==> src/rtl/qam_reg_bank_pkg.sv <==
// Shared definitions for the QAM register bank: address map, CTRL bit positions,
// FSM state encoding and the buffered command format.
package qam_reg_bank_pkg;

   localparam int FIFO_DEPTH_DEF = 4;
   localparam int SCRATCH_N_DEF  = 16;
   localparam int ADDR_W         = 10;
   localparam int DATA_W         = 8;

   localparam logic [ADDR_W-1:0] ADDR_CTRL   = 10'h200;
   localparam logic [ADDR_W-1:0] ADDR_STATUS = 10'h201;

   localparam int CTRL_MOD_EN  = 0;
   localparam int CTRL_MAPPING = 1;
   localparam int CTRL_ERR_CLR = 7;

   typedef enum logic [1:0] {
      ST_IDLE = 2'd0,
      ST_DEC  = 2'd1,
      ST_RD   = 2'd2,
      ST_WR   = 2'd3
   } state_t;

   typedef struct packed {
      logic              rw;
      logic [ADDR_W-1:0] addr;
   } cmd_t;

endpackage

==> src/rtl/qam_sync_fifo.sv <==
// Show-ahead synchronous FIFO with registered occupancy count.
// Illegal push (full) or pop (empty) is ignored; a simultaneous push+pop applies each legal half.
module qam_sync_fifo #(
   parameter int WIDTH = 8,
   parameter int DEPTH = 4
) (
   input  logic             CLK,
   input  logic             rst,
   input  logic             push,
   input  logic [WIDTH-1:0] din,
   input  logic             pop,
   output logic [WIDTH-1:0] dout,
   output logic             full,
   output logic             empty
);

   localparam int AW = (DEPTH > 1) ? $clog2(DEPTH) : 1;
   localparam int CW = AW + 1;

   logic [WIDTH-1:0] mem [DEPTH];
   logic [AW-1:0]    wr_ptr;
   logic [AW-1:0]    rd_ptr;
   logic [CW-1:0]    count;
   logic             push_ok;
   logic             pop_ok;

   assign full    = (count == CW'(DEPTH));
   assign empty   = (count == '0);
   assign push_ok = push & ~full;
   assign pop_ok  = pop & ~empty;
   assign dout    = mem[rd_ptr];

   // Storage is cleared on reset so the show-ahead output reads zero after reset.
   always_ff @(posedge CLK or posedge rst) begin
      if (rst) begin
         wr_ptr <= '0;
         rd_ptr <= '0;
         count  <= '0;
         for (int i = 0; i < DEPTH; i++) mem[i] <= '0;
      end else begin
         if (push_ok) begin
            mem[wr_ptr] <= din;
            wr_ptr      <= wr_ptr + AW'(1);
         end
         if (pop_ok) rd_ptr <= rd_ptr + AW'(1);
         case ({push_ok, pop_ok})
            2'b10:   count <= count + CW'(1);
            2'b01:   count <= count - CW'(1);
            default: count <= count;
         endcase
      end
   end

endmodule

==> src/rtl/qam_reg_bank.sv <==
// Register bank behind the SPI slave: executes buffered {rw,addr} commands one at a time
// against scratch bytes, CTRL and STATUS; stalls in RD on full read FIFO, in WR on missing data.
module qam_reg_bank
   import qam_reg_bank_pkg::*;
#(
   parameter int FIFO_DEPTH = FIFO_DEPTH_DEF,
   parameter int SCRATCH_N  = SCRATCH_N_DEF
) (
   input  logic              CLK,
   input  logic              rst,
   input  logic              cmd_push,
   input  logic              cmd_rw,
   input  logic [ADDR_W-1:0] cmd_addr,
   output logic              cmd_full,
   input  logic              wdata_push,
   input  logic [DATA_W-1:0] wdata_in,
   output logic              wdata_full,
   input  logic              rdata_pop,
   output logic [DATA_W-1:0] rdata_out,
   output logic              rdata_empty,
   output logic              rdata_ready,
   output logic              mod_enable,
   output logic              mapping,
   output logic              err_sticky
);

   localparam int SW = (SCRATCH_N > 1) ? $clog2(SCRATCH_N) : 1;

   state_t            state;
   state_t            state_nxt;
   cmd_t              cmd_din;
   cmd_t              cmd_dout;
   cmd_t              cmd_q;
   logic              cmd_empty;
   logic              cmd_pop;
   logic [DATA_W-1:0] wd_dout;
   logic              wd_empty;
   logic              wd_pop;
   logic [DATA_W-1:0] rd_din;
   logic              rd_full;
   logic              rd_push;
   logic              wr_commit;
   logic [DATA_W-1:0] scratch [SCRATCH_N];
   logic [1:0]        ctrl;
   logic              hit_scr;
   logic              hit_ctrl;
   logic              hit_status;
   logic [SW-1:0]     scr_idx;
   logic              rd_bad;
   logic              wr_bad;

   assign cmd_din = '{rw: cmd_rw, addr: cmd_addr};

   qam_sync_fifo #(.WIDTH($bits(cmd_t)), .DEPTH(FIFO_DEPTH)) u_cmd_fifo (
      .CLK(CLK), .rst(rst),
      .push(cmd_push), .din(cmd_din), .pop(cmd_pop),
      .dout(cmd_dout), .full(cmd_full), .empty(cmd_empty)
   );

   qam_sync_fifo #(.WIDTH(DATA_W), .DEPTH(FIFO_DEPTH)) u_wdata_fifo (
      .CLK(CLK), .rst(rst),
      .push(wdata_push), .din(wdata_in), .pop(wd_pop),
      .dout(wd_dout), .full(wdata_full), .empty(wd_empty)
   );

   qam_sync_fifo #(.WIDTH(DATA_W), .DEPTH(FIFO_DEPTH)) u_rdata_fifo (
      .CLK(CLK), .rst(rst),
      .push(rd_push), .din(rd_din), .pop(rdata_pop),
      .dout(rdata_out), .full(rd_full), .empty(rdata_empty)
   );

   assign rdata_ready = ~rdata_empty & (state != ST_RD);

   assign hit_scr    = (cmd_q.addr < ADDR_W'(SCRATCH_N));
   assign hit_ctrl   = (cmd_q.addr == ADDR_CTRL);
   assign hit_status = (cmd_q.addr == ADDR_STATUS);
   assign scr_idx    = cmd_q.addr[SW-1:0];
   assign wr_bad     = ~hit_scr & ~hit_ctrl;

   always_comb begin
      rd_din = '0;
      rd_bad = 1'b0;
      if (hit_scr)
         rd_din = scratch[scr_idx];
      else if (hit_ctrl)
         rd_din = {6'b0, ctrl};
      else if (hit_status)
         rd_din = {4'b0, err_sticky, cmd_full, wdata_full, rdata_empty};
      else
         rd_bad = 1'b1;
   end

   always_ff @(posedge CLK or posedge rst) begin
      if (rst) state <= ST_IDLE;
      else     state <= state_nxt;
   end

   always_comb begin
      state_nxt = state;
      cmd_pop   = 1'b0;
      wd_pop    = 1'b0;
      rd_push   = 1'b0;
      wr_commit = 1'b0;
      case (state)
         ST_IDLE: if (!cmd_empty) begin
            cmd_pop   = 1'b1;
            state_nxt = ST_DEC;
         end
         ST_DEC: state_nxt = cmd_q.rw ? ST_WR : ST_RD;
         ST_RD: if (!rd_full) begin
            rd_push   = 1'b1;
            state_nxt = ST_IDLE;
         end
         ST_WR: if (!wd_empty) begin
            wd_pop    = 1'b1;
            wr_commit = 1'b1;
            state_nxt = ST_IDLE;
         end
         default: state_nxt = ST_IDLE;
      endcase
   end

   always_ff @(posedge CLK or posedge rst) begin
      if (rst)          cmd_q <= '0;
      else if (cmd_pop) cmd_q <= cmd_dout;
   end

   always_ff @(posedge CLK or posedge rst) begin
      if (rst) begin
         for (int i = 0; i < SCRATCH_N; i++) scratch[i] <= '0;
      end else if (wr_commit && hit_scr) begin
         scratch[scr_idx] <= wd_dout;
      end
   end

   // Modulator outputs are re-registered from CTRL, so they follow a commit by one cycle.
   always_ff @(posedge CLK or posedge rst) begin
      if (rst) begin
         ctrl       <= '0;
         err_sticky <= 1'b0;
         mod_enable <= 1'b0;
         mapping    <= 1'b0;
      end else begin
         if (wr_commit && hit_ctrl) begin
            ctrl <= wd_dout[1:0];
            if (wd_dout[CTRL_ERR_CLR]) err_sticky <= 1'b0;
         end
         if ((wr_commit && wr_bad) || (rd_push && rd_bad)) err_sticky <= 1'b1;
         mod_enable <= ctrl[CTRL_MOD_EN];
         mapping    <= ctrl[CTRL_MAPPING];
      end
   end

endmodule

==> config.mk <==
export PLATFORM = sky130hd
export DESIGN_NAME = qam_reg_bank
export DESIGN_NICKNAME = d
export VERILOG_FILES = /design/src/rtl/qam_reg_bank_pkg.sv /design/src/rtl/qam_sync_fifo.sv /design/src/rtl/qam_reg_bank.sv
export SDC_FILE = /design/constraint.sdc
export NUM_CORES = 1
export LEC_CHECK = 0
export ABC_AREA = 1
export BUFFER_PORTS_ARGS = -buffer_cell sky130_fd_sc_hd__buf_2
export CAP_MARGIN = 15
export CORE_MARGIN = 2
export CORE_UTILIZATION = 62
export CTS_CLUSTER_DIAMETER = 150
export DETAILED_ROUTE_END_ITERATION = 7
export PLACE_DENSITY = 0.9
export SLEW_MARGIN = 5
export SYNTH_ARGS = -nofsm -noshare
export SYNTH_HDL_FRONTEND = slang
export SYNTH_SLANG_ARGS = --single-unit
==> constraint.sdc <==
create_clock -name CLK -period 11.8 [get_ports CLK]
set_clock_uncertainty 0.05 [all_clocks]
set_input_delay 1.77 -clock CLK [delete_from_list [all_inputs] [get_ports CLK]]
set_output_delay 1.77 -clock CLK [all_outputs]
set_load 0.05 [all_outputs]
* After elaboration in Yosys (flattened, before gate mapping)
Index checks and enable logic that the tools add are counted.
** Word-level totals
- Register bits after elaboration :: 275
- Input bits :: 24
- Output and inout bits :: 15
- Logic and storage cells :: 176
** Cells by class
- $add $sub $neg :: 12
- $lt $le $gt $ge :: 12
- Equality and inequality tests :: 18
- Muxes and demuxes :: 47
- Bitwise gates (word level) :: 23
- Reduce and logical (&&, ||, !) cells :: 20
** Operator list (count)
- 128-bit bitwise mux :: 1
- 8-bit two-way mux :: 10
- 32-bit bitwise mux :: 2
- 44-bit bitwise mux :: 1
- 11-bit two-way mux :: 3
- 8-bit binary-select mux with 2-bit select :: 2
- 8-bit binary-select mux with 4-bit select :: 1
- 8-bit demux with 2-bit select :: 2
- 8-bit demux with 4-bit select :: 1
- 11-bit binary-select mux with 2-bit select :: 1
- 11-bit demux with 2-bit select :: 1
- 10-bit == test, second input constant :: 2
- 3-bit >= comparator, second input constant :: 6
- 2-bit inverter with 3-bit output :: 6
- 3-bit one-hot mux with 2 select lines :: 3
- 1-bit two-way mux :: 13
- 2-bit by 1-bit adder with 2-bit output, second input constant :: 6
- 2-bit == test, second input constant :: 5
- 10-bit by 5-bit < comparator with 1-bit output, second input constant :: 1
- 2-bit nonzero test :: 5
- 3-bit by 1-bit adder with 3-bit output, second input constant :: 3
- 3-bit == test, second input constant :: 3
- 3-bit logical NOT :: 3
- 3-bit by 1-bit < comparator with 1-bit output, second input constant :: 3
- 16 further kinds :: 48

* Longest topological paths before layout
Gate-level depths: netlist (run 1).
- Depth in word-level cells :: 8
- Depth in mapped cells :: 13
- Depth with buffers taken out :: 11

* Hierarchy
From an unflattened synthesis (run 1), not the netlist that was laid out.
** Second synthesis, totals
- Cells, all modules :: 1693
- Area, all modules :: 13588.0 um2
** Modules (own cells, without submodules)
- qam_reg_bank :: instances 1, cells an instance 862, area an instance 6900.4 um2, seq. area each 3653.5 um2
- qam_sync_fifo at u_cmd_fifo :: instances 1, cells an instance 327, area an instance 2608.8 um2, seq. area each 1276.2 um2
- qam_sync_fifo at u_wdata_fifo :: instances 1, cells an instance 252, area an instance 2043.2 um2, seq. area each 975.9 um2
- qam_sync_fifo at u_rdata_fifo :: instances 1, cells an instance 252, area an instance 2035.7 um2, seq. area each 975.9 um2

* Least setup slack after synthesis (run 1)
No wires, ideal clock.
- Path kind :: register to output
- Start point :: reg u_rdata_fifo.rd_ptr[0]
- End point :: out rdata_out[1]
- Arrival :: 1.784 ns
- Data required time :: 9.980 ns
- Setup slack :: 8.196 ns
- Cell stages (with the launch flop) :: 6
- Path buffers :: 2
- Cell sequence :: dfrtp_1 > clkbuf_1 > inv_1 > clkbuf_1 > o21ai_0 > o22ai_1
** Between the ends
- Cells in the longest elaborated chain, start to end :: 4
** Ends and longest elaborated chain
- start, declared :: line qam_sync_fifo.sv:22 : logic [AW-1:0] rd_ptr;
- start signal, assigned :: line qam_sync_fifo.sv:45 : if (pop_ok) rd_ptr <= rd_ptr + AW'(1);
- 2-bit inverter with 3-bit output (implied by the code) :: line qam_sync_fifo.sv:31 : assign dout = mem[rd_ptr];
- 8-bit binary-select mux with 2-bit select :: line qam_sync_fifo.sv:31
- 8-bit two-way mux (implied by the code) (2 in series) :: line qam_sync_fifo.sv:31
- end, declared :: line qam_reg_bank.sv:19 : output logic [DATA_W-1:0] rdata_out,
No other way between the ends. The select of a mux whose other input is x is not followed.

* Final worst setup path (run 1)
- Start point :: reg u_rdata_fifo.rd_ptr[0]
- End point :: out rdata_out[6]
Same word-level chain as after synthesis.

==> flow_summary.toml, run 1 <==
[run_status]
outcome = "finished, final reports clean"

[timing]
slew_violations = 0
fmax_mhz = 244.0
rsz0062_at_grt = "no"
period_needed_ns = 4.098
worstMarginPinSlew_ns = 1.178
fin_tns_setup_ns = 0
final-setup-viol-count = 0
hold_violations = 0
max_slew_margin_pct = 21.38
post-route-period-util_pct = 34.73

[logic_synthesis]
synth_cell_types = 38
avgSynthCellArea_um2 = 8.471
syn_inst = 1506
synth_area_mm2 = 0.01276
ys_seq_elements = 275
synth_warnings = 0
syn_nets = 1548
synth_seq_area_share_pct = 53.94

[pwr]
p_leak_nw = 6.908
powerDensity_mw_per_mm2 = 251.8
p_seq_share_pct = 38.4
switching_share_pct = 41.68
p_switching_mw = 1.453
peakVddDrop_mv = 0.1651
combPwrFrac_pct = 34.8
p_int_mw = 2.034
power.clock.fraction_pct = 26.8
total_power_mw = 3.487

[clocking]
cts_resized = 0
clk_pin_slew_worst_paths_ns = 0.07
htree_num_levels = 1
cts-buffers-inserted = 27
insertion_delay_ns = 0.54
root_buffer = "clkbuf_16"
cts.sinks = 275
tritoncts = "done"
hold_buffers = 0
cts_setup_buffers = 0
clk_path_buf_depth = 3

[global_routing]
grt_max_degree = 147
grt_pass1_wl_um = 51580
grt_pass1_vias = 10456
grtUsageMet3_pct = 4.568
grtUsageTotal_pct = 29.02
grt_busiest_layer = "met2"
gr-total-overflow = 0
grt_use_met2_pct = 47.20
grt_antenna_before_repair = 0
grtUsageMet1_pct = 39.68

[setup_path]
timing.rr.end = "u_rdata_fifo.mem[8]"
r2r_start = "cmd_q[0]"
worstPathRequired_ns = 9.98
cp-start-kind = "flop"
worstPathMaxFanout = 18
critPathLaunch = "u_rdata_fifo.rd_ptr[0]"
arrival_ns = 2.28
reg2reg_depth = 12
criticalPathCategory = "reg -> out"
crit_end = "rdata_out[6]"
rrSetupSlack_ns = 8.65
end_kind = "output port"

[placed_design]
place.port_buffers = 38
placed_area_mm2 = 0.01288
dp_hpwl_um = 17970
routabilityCongestion = 0.8533

[cells_and_area]
syn_to_final_growth_pct = 8.562
layout.nets = 1545
fin_util_pct = 68.45
layout-drive-gt1-share_pct = 10.30
final_cell_area_mm2 = 0.01385
antenna_cells = 0

[floorplanning]
fp.coreArea_mm2 = 0.02023
io_pins = 39
die_w_um = 147.4
start_util_pct = 63.05
rows = 52
die-height_um = 147.4
fp.dieArea_mm2 = 0.02174

[drt]
remaining_drc_errors = 0
drt-initial-drc-count = 1354
routedWlPerCell_um = 17.18
via_count = 10731
vias_per_cell = 5.982
wl_um = 30810
antenna_left = 0
first_pass_iters = 7

[flow_run]
cap_violations = 0

[min_path]
hold_path.class = "reg -> reg"
==> cell families after synthesis <==
group | count (synthesis) | synth area share [%]
AO/OA/AOI/OAI | 313 | 13.87
XOR/XNOR | 13 | 0.8925
adder cells (fa/ha/maj) | 18 | 1.942
AND/OR/NAND/NOR | 741 | 23.73
buffers and inverters | 146 | 5.620
flip-flops | 275 | 53.94
==> final cells by class <==
type,count,area [um^2]
timing repair buffer,43,227.7
fill,1460,6385
clock buffer,35,765.7
inverter,71,274.0
tap,270,337.8
clock inverter,15,203.9
multi-input combinational,1085,5159
sequential,275,6882
==> layout by cell type, fill, tap and decap left out, types with 7 or more instances in the layout <==
master and n:
nor2_1 67, inv_1 66, clkinv_2 9, buf_2 38, nand2_1 585, clkbuf_16 27
nand2_2 16, ha_1 15, xor2_1 10, nand3_1 36, a21oi_1 11, o22ai_1 15
dfrtp_1 275, a32o_1 7, o21ai_2 31, nand4_1 21, o21ai_0 144, o21ai_1 97
==> sequential cells by signal, indices dropped and copies added (netlist names), 3 cells and up <==
register,count
u_rdata_fifo.count,3
scratch,128
u_wdata_fifo.count,3
u_cmd_fifo.mem,44
u_wdata_fifo.mem,32
u_rdata_fifo.mem,32
u_cmd_fifo.count,3
cmd_q,11
==> cell usage after synthesis (all sizes together) <==
library cell	count	area (um^2)
nor4	1	6.260
a31oi	5	46.29
nand3	36	180.2
ha	15	187.7
nor3	2	21.27
buf	41	314.0
inv	70	262.8
nor2	74	329.1
a21oi	11	55.05
o22ai	15	93.84
dfrtp	275	6882
clkinv	1	3.750
nand4	21	131.4
o31ai	1	7.510
o211ai	1	7.510
nand2	606	2352
xor2	10	87.58
clkbuf	34	136.4
a32o	8	81.33
xnor2	3	26.28
o21ai	272	1478
or4	1	7.510
fa	3	60.06
==> how the worst min path moves through the flow <==
stage | startpoint | end | slack [ns] | cells after the start
2_1_floorplan | ctrl[1] | mapping | 0.32 | 0
3_3_place_gp | ctrl[0] | mod_enable | 0.35 | 0
3_5_place_dp | ctrl[0] | mod_enable | 0.35 | 0
4_1_cts | ctrl[0] | mod_enable | 0.37 | 0
5_1_grt | ctrl[0] | mod_enable | 0.40 | 0
6_report | ctrl[0] | mod_enable | 0.37 | 0
==> stage by stage <==
step                      worst slack (ns)  hold slack (ns)  instances
after CTS                            7.761           0.3669       1794
after global placement               7.466           0.3528       1744
after global routing                 7.596           0.4017       1794
final                                7.702           0.3679       1794
after detailed placement             7.439           0.3511       1744
after floorplan                      2.400           0.3193       1506
==> critical path, cell delays in order, from the launching register on <==
cell     delay (ns)
dfrtp_1        0.69
inv_1          0.41
o21ai_0        0.31
o22ai_1        0.11
buf_2          0.22
==> power by group through the flow <==
stage | Clock (mW) | Combinational (mW) | Sequential [mW]
after floorplan | 0 | 0.929 | 1.28
after CTS | 0.933 | 1.19 | 1.33
final | 0.933 | 1.21 | 1.34
after global placement | 0 | 1.12 | 1.33
after detailed placement | 0 | 1.17 | 1.34
after global routing | 0.976 | 1.33 | 1.37
==> per-layer routing <==
metal | routed length [um] | share of wire [%]
met4 | 1156 | 3.8
met1 | 12330 | 40
met5 | 0 | 0
met2 | 14750 | 48
met3 | 2571 | 8.3
Power figures use the tool's default switching activity.
==> inputs of run 2 (changes only) <==
--- a/config.mk
+++ b/config.mk
@@ -5,14 +5,14 @@
 export SDC_FILE = /design/constraint.sdc
 export NUM_CORES = 1
 export LEC_CHECK = 0
-export ABC_AREA = 1
+export ABC_AREA = 0
 export BUFFER_PORTS_ARGS = -buffer_cell sky130_fd_sc_hd__buf_2
 export CAP_MARGIN = 15
 export CORE_MARGIN = 2
-export CORE_UTILIZATION = 62
+export CORE_UTILIZATION = 56
 export CTS_CLUSTER_DIAMETER = 150
 export DETAILED_ROUTE_END_ITERATION = 7
-export PLACE_DENSITY = 0.9
+export PLACE_DENSITY = 0.87
 export SLEW_MARGIN = 5
 export SYNTH_ARGS = -nofsm -noshare
 export SYNTH_HDL_FRONTEND = slang
==> constraint.sdc (replaced) <==
create_clock -name CLK -period 3.53 [get_ports CLK]
set_clock_uncertainty 0.05 [all_clocks]
set_input_delay 0.5295 -clock CLK [delete_from_list [all_inputs] [get_ports CLK]]
set_output_delay 0.5295 -clock CLK [all_outputs]
set_load 0.05 [all_outputs]
==> flow_summary.toml, run 2 <==
[clocking]
cts-buffers-inserted = 28
tritoncts = "done"
cts.sinks = 275
cts_setup_buffers = 0
root_buffer = "clkbuf_16"
htree_num_levels = 1
clk_path_buf_depth = 3
hold_buffers = 0
insertion_delay_ns = 0.53
cts_resized = 0
clk_pin_slew_worst_paths_ns = 0.06

[setup_path]
criticalPathCategory = "reg -> reg"
end_kind = "flop"
worstPathRequired_ns = 3.84
reg2reg_depth = 5
arrival_ns = 2.98
cp-start-kind = "flop"
timing.rr.end = "scratch[33]"
r2r_start = "cmd_q[4]"
rrSetupSlack_ns = 0.87
worstPathMaxFanout = 16

[logic_synthesis]
async_flop_share_pct = 100.0
synth_area_mm2 = 0.01245
yosysTopAreaCellShare_pct = 55.26
synth_cell_types = 39
ys.flop_type = "dfrtp_1"
synth_edf_count = 0
syn_inst = 1050
avgSynthCellArea_um2 = 11.86
synth_warnings = 0
syn_nets = 1092
ys_seq_elements = 275
synthTopCellsByCount = "275 x dfrtp_1, 157 x nand2_1, 129 x mux2_2, 80 x o21ai_0, 77 x mux2i_1"
synth_seq_area_share_pct = 55.26
yosysTopAreaCell = "dfrtp_1"
synthTopCellsByArea = "dfrtp_1 55%, mux2_2 12%, mux2i_1 6.2%"
synth.most_common_cell = "dfrtp_1"

[cells_and_area]
reg_top3 = "scratch x128, u_cmd_fifo.mem x44"
layout.nets = 1115
largest_reg_flops = 128
regMostFlops = "scratch"
antenna_cells = 0
syn_to_final_growth_pct = 11.40
final_cell_mix = "274 x dfrtp_1, 157 x nand2_1, 129 x mux2_2"
mostFrequentLayoutCell = "dfrtp_1"
layout-drive-gt1-share_pct = 25.80

[floorplanning]
die_w_um = 153.1
start_util_pct = 57.06
fp.dieArea_mm2 = 0.02345
rows = 54
fp.coreArea_mm2 = 0.02182
io_pins = 39
die-height_um = 153.1

[global_routing]
grt_pass1_wl_um = 44480
grt_pass1_vias = 8689
gr-total-overflow = 0
grt_max_degree = 70
grtUsageTotal_pct = 23.17
grt_antenna_before_repair = 0

[timing]
post-route-period-util_pct = 75.47
whs_ns = 0.1760
max_slew_margin_pct = 32.43
slew_violations = 0
hold_violations = 0
rsz0062_at_grt = "no"
final-setup-viol-count = 0
fin_tns_setup_ns = 0
fmax_mhz = 375.3
period_needed_ns = 2.664
worstMarginPinSlew_ns = 1.011

[placed_design]
place.port_buffers = 38
dp_hpwl_um = 16780
routabilityCongestion = 0.8462

[drt]
drt-initial-drc-count = 732
via_count = 8236
routedWlPerCell_um = 19.20
first_pass_iters = 5
vias_per_cell = 5.999
antenna_left = 0
remaining_drc_errors = 0
wl_um = 26360

[pwr]
peakVddDrop_mv = 0.7199
p_leak_nw = 6.382
powerDensity_mw_per_mm2 = 885.3

[flow_run]
cap_violations = 0

[run_status]
outcome = "finished, final reports clean"

[min_path]
hold_path.class = "in -> async"
==> run 2: cell count changes in the layout (fill, tap and decap cells not counted), sizes merged, moves of 46 or more <==
cell	before	now
inv	71	25
mux2	0	129
mux2i	0	77
nand2	606	163
nor2	74	9
o21ai	272	141
==> run 2: kinds of logic after synthesis <==
| group | synth area share, % |
|---|---|
| adders and majority gates | 1.989 |
| and+or+nand+nor | 8.590 |
| muxes | 21.29 |
| DFF | 55.26 |
| xor gates and xnor gates | 1.266 |
| AOI/OAI and AO/OA | 8.389 |
| buffers and inverters | 3.215 |
==> run 2: worst max path at each step <==
stage | from | end
after CTS | u_rdata_fifo.rd_ptr[0] | rdata_out[3]
after detailed placement | cmd_q[4] | scratch[32]
after floorplan | rst | cmd_q[0]
after global routing | state[1] | scratch[33]
final | cmd_q[4] | scratch[33]
after global placement | cmd_q[0] | u_rdata_fifo.mem[18]
==> run 2: per-stage QoR <==
stage	util [%]	setup slack (ns)	total power [mW]	instances	instance area, um^2
after floorplan	-	-0.6869	7.996	1050	12460
after global placement	59.21	1.029	9.004	1323	12920
after detailed placement	59.21	0.9502	9.221	1323	12920
after CTS	63.57	0.8282	12.29	1373	13870
after global routing	63.57	0.6883	12.97	1373	13870
final	63.57	0.8658	12.28	1373	13870
==> run 2: power by group <==
| group | total (mW) | switching, mW | internal, mW |
|---|---|---|---|
| logic | 4.37 | 2.38 | 1.99 |
| clock network | 3.02 | 1.18 | 1.84 |
| registers | 4.89 | 0.794 | 4.10 |
| total | 12.3 | 4.36 | 7.92 |
==> run 2: area by class of cell <==
| class | instances | area, um^2 |
|---|---|---|
| fill | 1496 | 7950 |
| sequential | 275 | 6885 |
| multi-input combinational | 681 | 5171 |
| clock buffer | 40 | 827.0 |
| timing repair buffer | 61 | 412.9 |
| tap | 280 | 350.3 |
| clock inverter | 10 | 125.1 |
| inverter | 26 | 101.3 |
==> run 2: layer usage <==
metal / track usage, % / wire [um]
met2: 38.58 / 13100
met4: 7.937 / 673
met5: 0 / 0
met1: 31.33 / 11150
met3: 3.686 / 1430
==> run 2: worst max-delay path, stage by stage, from the launching register on <==
cell and delay, ns:
dfrtp_1 0.38, or3_1 0.47, nor4_2 0.59, nand3_1 0.63
nand2_1 0.24, o21ai_0 0.14
==> inputs of run 3 (changes only) <==
==> constraint.sdc (replaced) <==
create_clock -name CLK -period 2.2 [get_ports CLK]
set_clock_uncertainty 0.05 [all_clocks]
set_input_delay 0.33 -clock CLK [delete_from_list [all_inputs] [get_ports CLK]]
set_output_delay 0.33 -clock CLK [all_outputs]
set_load 0.05 [all_outputs]
==> flow_summary.toml, run 3 (synthesis gave the netlist of run 2 again) <==
[timing]
period_needed_ns = 2.271
final-setup-viol-count = 12
slew_violations = 0
fmax_mhz = 440.4
hold_violations = 0
post-route-period-util_pct = 103.2
timing.final.ws_setup_ns = -0.07084
max_slew_margin_pct = 57.94
whs_ns = 0.007087
rsz0062_at_grt = "yes"
worstMarginPinSlew_ns = 0.6309

[clocking]
cts.sinks = 275
tritoncts = "done"
htree_num_levels = 1
clk_pin_slew_worst_paths_ns = 0.06
clk_path_buf_depth = 3
root_buffer = "clkbuf_16"
cts-buffers-inserted = 28
insertion_delay_ns = 0.55

[pwr]
peakVddDrop_mv = 1.339
p_leak_nw = 6.646
powerDensity_mw_per_mm2 = 1435

[placed_design]
routabilityCongestion = 0.8541
dp_hpwl_um = 17900
place.port_buffers = 38
place_ws_ns = -0.04480

[drt]
antenna_left = 0
via_count = 8575
remaining_drc_errors = 0
vias_per_cell = 6.022
first_pass_iters = 5
routedWlPerCell_um = 20.17
drt-initial-drc-count = 760
wl_um = 28720

[setup_path]
r2r_start = "cmd_q[8]"
criticalPathCategory = "reg -> reg"
crit_end = "scratch[119]"
worstPathRequired_ns = 2.57
timing.rr.end = "scratch[119]"
end_kind = "flop"
reg2reg_depth = 5
rrSetupSlack_ns = -0.07
worstPathMaxFanout = 8
arrival_ns = 2.64
cp-start-kind = "flop"
critPathLaunch = "cmd_q[8]"

[cells_and_area]
layout-drive-gt1-share_pct = 30.86
largest_reg_flops = 128
antenna_cells = 0
layout.nets = 1167
mostFrequentLayoutCell = "dfrtp_1"
final-seq-area_mm2 = 0.006888
regMostFlops = "scratch"
final_cell_mix = "272 x dfrtp_1, 153 x nand2_1, 129 x mux2_2"
reg_top3 = "scratch x128, u_cmd_fifo.mem x44"
fill_cells = 1410
multi_input_area_mm2 = 0.005284
syn_to_final_growth_pct = 16.24

[floorplanning]
die-height_um = 153.1
fp.dieArea_mm2 = 0.02345
rows = 54
start_util_pct = 57.06
io_pins = 39
die_w_um = 153.1
fp.coreArea_mm2 = 0.02182

[global_routing]
grt_pass1_vias = 8850
grt_pass1_wl_um = 46150
grt_max_degree = 90
grt_antenna_before_repair = 0
gr-total-overflow = 0
grtUsageTotal_pct = 24.09

[flow_run]
cap_violations = 0

[min_path]
min-delay-start = "wdata_in[7]"
hold_path.class = "in -> reg"

[run_status]
outcome = "complete, but fails checks"
violations = "negative setup slack"
run 3: area by class of cell:
class / instances / area share, %
Tap cell: 280 / 2.420
Clock inverter: 9 / 0.9335
Sequential cell: 275 / 47.58
Inverter: 26 / 0.7001
Clock buffer: 40 / 5.705
Multi-Input combinational cell: 684 / 36.50
Timing Repair Buffer: 110 / 6.154
run 3: timing repair:
item,in CTS,in global routing
endpoints found under the setup margin,14,65
pin swaps,0,6
gates resized for setup,5,35
hold endpoints to repair,6,0
hold buffers,1,0
gates cloned,0,3
setup buffers,1,2
run 3: through the flow:
| step | power (mW) | TNS [ns] | area (um^2) | instances | utilization (%) |
|---|---|---|---|---|---|
| global route | 21.78 | -0.9642 | 14480 | 1424 | 66.33 |
| CTS | 20.51 | 0 | 14350 | 1419 | 65.73 |
| finish | 20.77 | -0.3639 | 14480 | 1424 | 66.33 |
| detailed placement | 15.49 | -0.1475 | 13350 | 1368 | 61.18 |
| global placement | 15.04 | 0 | 13350 | 1368 | 61.18 |
| floorplan | 12.94 | -503.29 | 12610 | 1050 | - |
run 3: how the worst min path moves through the flow:
stage	end	slack [ns]	cells after the start
global route	u_wdata_fifo.mem[15]	0.005	2
detailed placement	u_cmd_fifo.mem[34]	0.27	2
global placement	u_cmd_fifo.mem[34]	0.27	2
floorplan	mapping	0.32	0
CTS	u_wdata_fifo.mem[15]	0.0004	2
finish	u_wdata_fifo.mem[15]	0.007	2
run 3: metal layers:
layer | track usage, % | wire (um)
met1 | 31.84 | 11550
met2 | 40.58 | 14680
met3 | 4.395 | 1798
met4 | 8.069 | 693
met5 | 0 | 0
run 3: power by group:
group	switching (mW)	internal [mW]	total [mW]	leakage, nW
Clock	1.94	2.95	4.89	0.476
Sequential	1.11	6.59	7.69	3.60
Combinational	4.44	3.75	8.19	2.57
Total	7.48	13.3	20.8	6.65
run 3: worst max-delay path, cell delays in order (launching register included):
cell,delay (ns)
dfrtp_1,0.39
or3_4,0.42
or4_4,0.49
or4_4,0.63
nand2_1,0.10
o21ai_1,0.07
